===== src/rtl/wb_regfile.sv =====
// Write-back latch plus 32x32 register file with two combinational, forwarding read ports.
// Latency: ex result is readable the same cycle, latched at N+1, in the array at N+2; stall only freezes the latch.
module wb_regfile #(
    parameter int DATA_W   = 32,
    parameter int ADDR_W   = 5,
    parameter int NUM_REGS = 32
) (
    input  logic              clk,
    input  logic              rst,
    input  logic              ex_we,
    input  logic [ADDR_W-1:0] ex_waddr,
    input  logic [DATA_W-1:0] ex_wdata,
    input  logic              stall,
    input  logic              re1,
    input  logic [ADDR_W-1:0] raddr1,
    output logic [DATA_W-1:0] rdata1,
    input  logic              re2,
    input  logic [ADDR_W-1:0] raddr2,
    output logic [DATA_W-1:0] rdata2,
    output logic              wb_we,
    output logic [ADDR_W-1:0] wb_waddr,
    output logic [DATA_W-1:0] wb_wdata
);

    logic [DATA_W-1:0] r_mem [NUM_REGS];
    logic              r_wb_we;
    logic [ADDR_W-1:0] r_wb_waddr;
    logic [DATA_W-1:0] r_wb_wdata;
    logic [DATA_W-1:0] w_arr1;
    logic [DATA_W-1:0] w_arr2;

    // Reset outranks commit, so a write pending in the latch is dropped.
    always_ff @(posedge clk) begin
        if (rst) begin
            for (int i = 0; i < NUM_REGS; i++) begin
                r_mem[i] <= '0;
            end
            r_wb_we    <= 1'b0;
            r_wb_waddr <= '0;
            r_wb_wdata <= '0;
        end else begin
            if (r_wb_we && (r_wb_waddr != '0)) begin
                r_mem[r_wb_waddr] <= r_wb_wdata;
            end
            if (!stall) begin
                r_wb_we    <= ex_we;
                r_wb_waddr <= ex_waddr;
                r_wb_wdata <= ex_wdata;
            end
        end
    end

    assign wb_we    = r_wb_we;
    assign wb_waddr = r_wb_waddr;
    assign wb_wdata = r_wb_wdata;

    assign w_arr1 = r_mem[raddr1];
    assign w_arr2 = r_mem[raddr2];

    // Youngest producer wins: execute stage, then latch, then array.
    function automatic logic [DATA_W-1:0] read_mux(
        input logic              i_rst,
        input logic              i_re,
        input logic [ADDR_W-1:0] i_raddr,
        input logic              i_ex_we,
        input logic [ADDR_W-1:0] i_ex_waddr,
        input logic [DATA_W-1:0] i_ex_wdata,
        input logic              i_wb_we,
        input logic [ADDR_W-1:0] i_wb_waddr,
        input logic [DATA_W-1:0] i_wb_wdata,
        input logic [DATA_W-1:0] i_arr
    );
        if (i_rst || !i_re) begin
            return '0;
        end else if (i_raddr == '0) begin
            return '0;
        end else if (i_ex_we && (i_ex_waddr == i_raddr)) begin
            return i_ex_wdata;
        end else if (i_wb_we && (i_wb_waddr == i_raddr)) begin
            return i_wb_wdata;
        end
        return i_arr;
    endfunction

    always_comb begin
        rdata1 = read_mux(rst, re1, raddr1, ex_we, ex_waddr, ex_wdata,
                          r_wb_we, r_wb_waddr, r_wb_wdata, w_arr1);
        rdata2 = read_mux(rst, re2, raddr2, ex_we, ex_waddr, ex_wdata,
                          r_wb_we, r_wb_waddr, r_wb_wdata, w_arr2);
    end

endmodule


===== config.mk =====
export PLATFORM = sky130hd
export DESIGN_NAME = wb_regfile
export DESIGN_NICKNAME = d
export VERILOG_FILES = /design/src/rtl/wb_regfile.sv
export SDC_FILE = /design/constraint.sdc
export NUM_CORES = 2
export LEC_CHECK = 0
export BUFFER_PORTS_ARGS = -buffer_cell sky130_fd_sc_hd__buf_2
export CORE_MARGIN = 2
export CORE_UTILIZATION = 57
export DETAILED_ROUTE_END_ITERATION = 8
export PLACE_DENSITY = 0.74
export RECOVER_POWER = 25
export SYNTH_ARGS = -nofsm -noshare
export SYNTH_HDL_FRONTEND = slang
export SYNTH_SLANG_ARGS = --single-unit
export TNS_END_PERCENT = 10

===== constraint.sdc =====
create_clock -name clk -period 3.7 [get_ports clk]
set_input_delay 0.185 -clock clk [delete_from_list [all_inputs] [get_ports clk]]
set_output_delay 0.185 -clock clk [all_outputs]
set_load 0.02 [all_outputs]

## Word level (Yosys, flattened, before mapping)

Memories as Yosys holds them, arrays and structs flattened.
Cells that the tools add are included.

| storage, ports and cells | value |
|---|---|
| bits in read-only memories | 0 |
| memory bits (writable) | 1024 |
| logic and storage cells | 47 |
| output and inout port bits | 102 |
| latch bits | 0 |
| input port bits | 53 |
| memories kept | 1 |
| register bits after elaboration | 38 |

| operators by class | value |
|---|---|
| bitwise operators | 0 |
| add/sub/neg operators | 0 |
| $lt $le $gt $ge | 0 |
| equal/unequal tests | 4 |
| reduce and logical (&&, ||, !) cells | 13 |
| shift-type cells | 0 |
| mux-type cells | 26 |
| $mul | 0 |
| div/mod/pow operators | 0 |

Memories:

| memory | depth | width | read ports | clocked after Yosys merged registers in | write ports | RTL line | source |
|---|---|---|---|---|---|---|---|
| r_mem | 32 | 32 | 2 | 0 | 32 | 25 | `logic [DATA_W-1:0] r_mem [NUM_REGS];` |

Operator list:

| kind | number |
|---|---|
| $mux W32 | 11 |
| $reduce_or A32 Y1 | 1 |
| $eq A5 B5 Y1 | 4 |
| $mux W1 | 14 |
| $logic_not A5 Y1 | 2 |
| $logic_and A1 B1 Y1 | 5 |
| $mux W5 | 1 |
| $reduce_bool A5 Y1 | 1 |
| $logic_not A1 Y1 | 2 |
| $logic_or A1 B1 Y1 | 2 |

## Logic depth before layout (Yosys ltp)

| logic depth | value |
|---|---|
| depth in word-level cells | 7 |
| depth in mapped cells | 9 |

## Worst setup path before layout

OpenSTA, ideal clock, no wires.

| timing | value |
|---|---|
| path type | register to register |
| from | reg r_wb_waddr[3], in the netlist wb_waddr[3] |
| to | mem r_mem[11][0], enable pin |
| required time | 3.234 ns |
| stages on the path, launching flop included | 5 |
| arrival | 3.601 ns |
| setup time | 0.466 ns |
| period minus slack after synthesis | 4.066 ns |
| path slack | -0.366 ns |
| path through | dfxtp_1 -> buf_2 -> or3b_2 -> clkbuf_1 -> o21ai_0 |

RTL lines:

| item | RTL line | source |
|---|---|---|
| start, declared | 27 | `logic [ADDR_W-1:0] r_wb_waddr;` |
| start signal, assigned | 47 | `r_wb_waddr <= ex_waddr;` |
| end, declared | 25 |  |

## Final worst setup path

| timing | value |
|---|---|
| from | reg r_wb_waddr[0], in the netlist wb_waddr[0] |
| to | out rdata1[19] |

| between the ends | value |
|---|---|
| word-level cells in the longest chain between the ends | 7 |

RTL lines:

| item | RTL line | source |
|---|---|---|
| $eq A5 B5 Y1 | 79 | `end else if (i_wb_we && (i_wb_waddr == i_raddr)) begin` |
| $logic_and A1 B1 Y1 | 79 |  |
| $mux W1 | 79 |  |
| $mux W1 | 77 | `end else if (i_ex_we && (i_ex_waddr == i_raddr)) begin` |
| $mux W1 | 75 | `end else if (i_raddr == '0) begin` |
| $mux W1 | 73 | `if (i_rst \|\| !i_re) begin` |
| $mux W32 | 82 | `return i_arr;` |
| end, declared | 16 | `output logic [DATA_W-1:0] rdata1,` |

Every way passes these cells.

==> reports/metrics.sh <==
CORE-AREA_UM2=99710
AREA_OF_THE_DIE_UM2=102900
GRT_PASS1_WL_MM=287.8
INITIAL_CORE_UTIL_PCT=57.36
POWER.DENSITY_CELL_AREA_nW_PER_UM2=449.9
MAX-CAP-VIOLATIONS=17
CRIT_PATH_START_KIND='register'
VIAS_PER_CELL=7.330
YS_SEQ_ELEMENTS=1062
FAMILY_WITH_THE_MOST_DELAY_ON_THE_WORST_PATH='buffers and inverters'
PRECTSSETUPSLACK_NS=0.4293
POWER_LEAKAGE_nW=23.50
FINAL_UTIL_PCT=64.22
ANTENNA_FOUND_INITIAL=13
POST_DRT_WL_PER_CELL_UM=36.83
CTS.REPORTEDPATHS.CLKPINSLEW_NS=0.06
SYNTH.LARGEST_AREA_CELL='edfxtp_1'
HPWL_MM=128.6
YS_TOP_CELLS_BY_AREA='edfxtp_1 (54%), mux4_2 (15%), and2_1 (11%)'
WORSTPATHCELLLIST='clkbuf_1 -> xnor2_1 -> nand3_1 -> nand3_2 -> buf_4 -> o32ai_1 -> buf_2'
FIN_WORST_SKEW_NS=0.02431
MAXIMUM_NUMBER_OF_PINS_ON_ONE_NET_BEFORE_GLOBAL_ROUTE_REPAIR=66
ENDPOINT_TYPE_OF_THE_WORST_SETUP_PATH='output port'
MAX_SLEW.WORST_PIN.SLEW_NS=3.367
TRITONCTS_BUFFERS=112
DETAIL_ROUTE.ITER0.VIOLATIONS=7340
CPMAXSTAGEDELAYCELL='o32ai_1'
REG2REG_FROM='wb_waddr[0]'
HOLDCRITPATHCLASS='input port to register'
SYNTH.CELL_AREA_UM2=57200
FINISH.NET_COUNT=4205
CORE.ROWCOUNT=116
SYNTH_EDF_COUNT=1024
PERIOD_MINUS_SLACK_NS=3.671
CRIT_END='rdata1[19]'
SYNTH_MOST_COMMON_CELL='edfxtp_1'
RSZ0062_AT_GRT='no'
CRIT_PATH_MAX_INCR_DELAY_NS=0.70
WORST-R2R-SETUP-SLACK_NS=0.15
DRC_ERRORS=0
POST_ROUTE_CELLS_DRIVE_ABOVE_1_SHARE_PCT=23.34
FINAL-MAX-SLEW-VIOLATION-COUNT=512
ROUTABILITY_CONG=0.9366
SYNTH_AREA_PER_CELL_UM2=14.35
SYNTHESIS.YOSYS.WARNINGS=0
AREAGROWTHSYNTHTOFINISH_PCT=11.96
WORST_EP_ARRIVAL_TIME_NS=3.49
DRT-TOTAL-WL_MM=204.6
FINAL-HOLD-VIOLATION-COUNT=0
HOLD_START='stall'
ANT_NETS=0
PLACED_CELL_AREA_UM2=60370
R2R_CELLS=5
CTS_MAX_LEVEL=3
DIEHEIGHT_UM=320.8
FLOORPLAN.DIE.WIDTH_UM=320.8
CRITPATHMAXFANOUT=21
MAX_SLEW_MARGIN_PCT=-124.5
TOTALPOWERFINAL_W=0.02881
TRITONCTS='yes'
REG2REG_TO='r_mem[11][6]'
STATUS='complete, but fails checks'
MOST_COMMON_LIBRARY_CELLS_AFTER_SYNTHESIS='edfxtp_1 (1024), and2_1 (993), mux4_2 (376)'
POWER.IR.VDD_WORST_V=0.0003929
CRITICALPATHCATEGORY='register to output port'
SHARE_OF_SYNTHESIZED_AREA_OCCUPIED_BY_FLIP_FLOPS_AND_LATCHES_PCT=55.09
SYNTH.TOP_CELL.AREA_SHARE_PCT=53.76
CRIT_BUF_INV=3
POST-ROUTE-WORST-SETUP-SLACK_NS=0.02855
CLK_ROOT_BUFFER_CELL='clkbuf_16'
VIOLATIONS='max-capacitance violations, max-slew violations'
GRT_PASS1_VIAS=39759
SYNTH_CELL_TYPES=46
GRT_UTIL_ALL_LAYERS_PCT=39.66
DRT_PASS1_ITERATIONS=6
TIMING.FINAL.CRIT_SHARE_PCT=99.23
POST_LAYOUT_INSTANCE_AREA_UM2=64040
NETLIST_INSTANCES=3985
NUM_IO_PINS=155
LARGEST_BUFFER_COUNT_ON_ANY_CLOCK_PATH=3
BUFFER_PORTS.INSERTED=154
SETUP_VIOLATIONS=0
CRITICAL_PATH_DEPTH=7
ASYNCSETRESETFLOPFRACSYNTH_PCT=0
VIAS=40712
WORSTSETUPSTARTPOINT='wb_waddr[0]'
TIMING.CRITICAL_PATH.REQUIRED_NS=3.51
YS_DOMINANT_REG_CELL='edfxtp_1'
FMAX_MHz=272.4
CTS_NUM_SINKS=1062
CLK-INSERTION-DELAY-LATE_NS=0.73
TOTAL_GRT_OVERFLOW=0
[kinds of logic (layout without fill, tap and decap cells)]
family / Yosys count / in the layout / share of synthesized area, %
compound gates: 546 / 546 / 6.751
xor+xnor: 20 / 20 / 0.3062
buf+inv: 445 / 671 / 3.953
flops: 1062 / 1062 / 55.09
mux: 742 / 742 / 21.51
other cells: 1 / 46 / 0.006556
simple gates: 1169 / 1169 / 12.39
[sequential cells by signal, summed over array words and instances, names as in the netlist]
register  flops
wb_wdata     32
r_mem      1024
wb_waddr      5
wb_we         1
[placed cells by master, fill, tap and decap left out, types with 32 or more instances in the layout]
| cell type | n |
|---|---|
| o32ai_1 | 32 |
| nor3_1 | 33 |
| nor4_1 | 36 |
| clkbuf_16 | 113 |
| buf_4 | 189 |
| and2_1 | 906 |
| mux2i_1 | 326 |
| edfxtp_1 | 1024 |
| conb_1 | 32 |
| mux4_2 | 376 |
| o221ai_1 | 127 |
| dlygate4sd3_1 | 38 |
| a21oi_1 | 67 |
| dfxtp_1 | 38 |
| a31oi_1 | 32 |
| buf_2 | 132 |
| and2_0 | 87 |
| mux2_2 | 32 |
| clkbuf_1 | 76 |
| nor2_1 | 53 |
| o22ai_1 | 128 |
| o21a_1 | 64 |
[where the power goes]
group          leakage (nW)  internal, W  switching, W
combinational          10.9      0.00125       0.00219
clock                  1.80      0.00661       0.00490
sequential             10.8       0.0136      0.000261
[how the worst min path moves through the flow]
stage,end,cells past startpoint
6_report,wb_wdata[3],3
5_1_grt,wb_wdata[13],3
4_1_cts,wb_wdata[24],3
3_5_place_dp,wb_wdata[1],3
3_3_place_gp,wb_wdata[3],3
2_1_floorplan,wb_waddr[0],2
[repair_timing]
item / 4_1_cts / 5_1_grt
hold endpoints to repair: 38 / 0
gates resized for setup: 0 / 0
hold buffers: 38 / 0
setup buffers: 0 / 0
[worst reg2reg max path, stage by stage, from the launching register on]
cell	delay, ns
dfxtp_1	0.34
clkbuf_1	0.48
nand4_1	0.40
clkbuf_1	0.58
o21ai_0	0.43
clkbuf_1	0.92
[metal layers]
metal	routed length, um	GRT usage (%)	vias to the layer above
li1	-	-	15779
met1	69950	52.37	20185
met2	87650	57.62	3904
met3	32730	13.46	842
met4	14240	22.78	2
met5	12	0.09456	-
[area by class of cell]
cell class                      instances  area [um2]
Clock inverter                         77       785.8
Tap cell                             1298        1624
Clock buffer                          127        2880
Multi-Input combinational cell       2509       23850
Inverter                                2       7.507
Timing Repair Buffer                  465        3339
Sequential cell                      1062       31510
Antenna cell                           14       35.03
Fill cell                            7080       35670
[metrics by stage]
step | hold WS, ns | std cells | TNS [ns]
finish | 0.1974 | 5554 | 0
global route | 0.1975 | 5540 | 0
CTS | 0.01118 | 5540 | 0
detailed placement | 0.4594 | 5298 | 0
global placement | 0.4449 | 5298 | 0
floorplan | 0.3289 | 4016 | -190.08
Power figures use the tool's default switching activity.
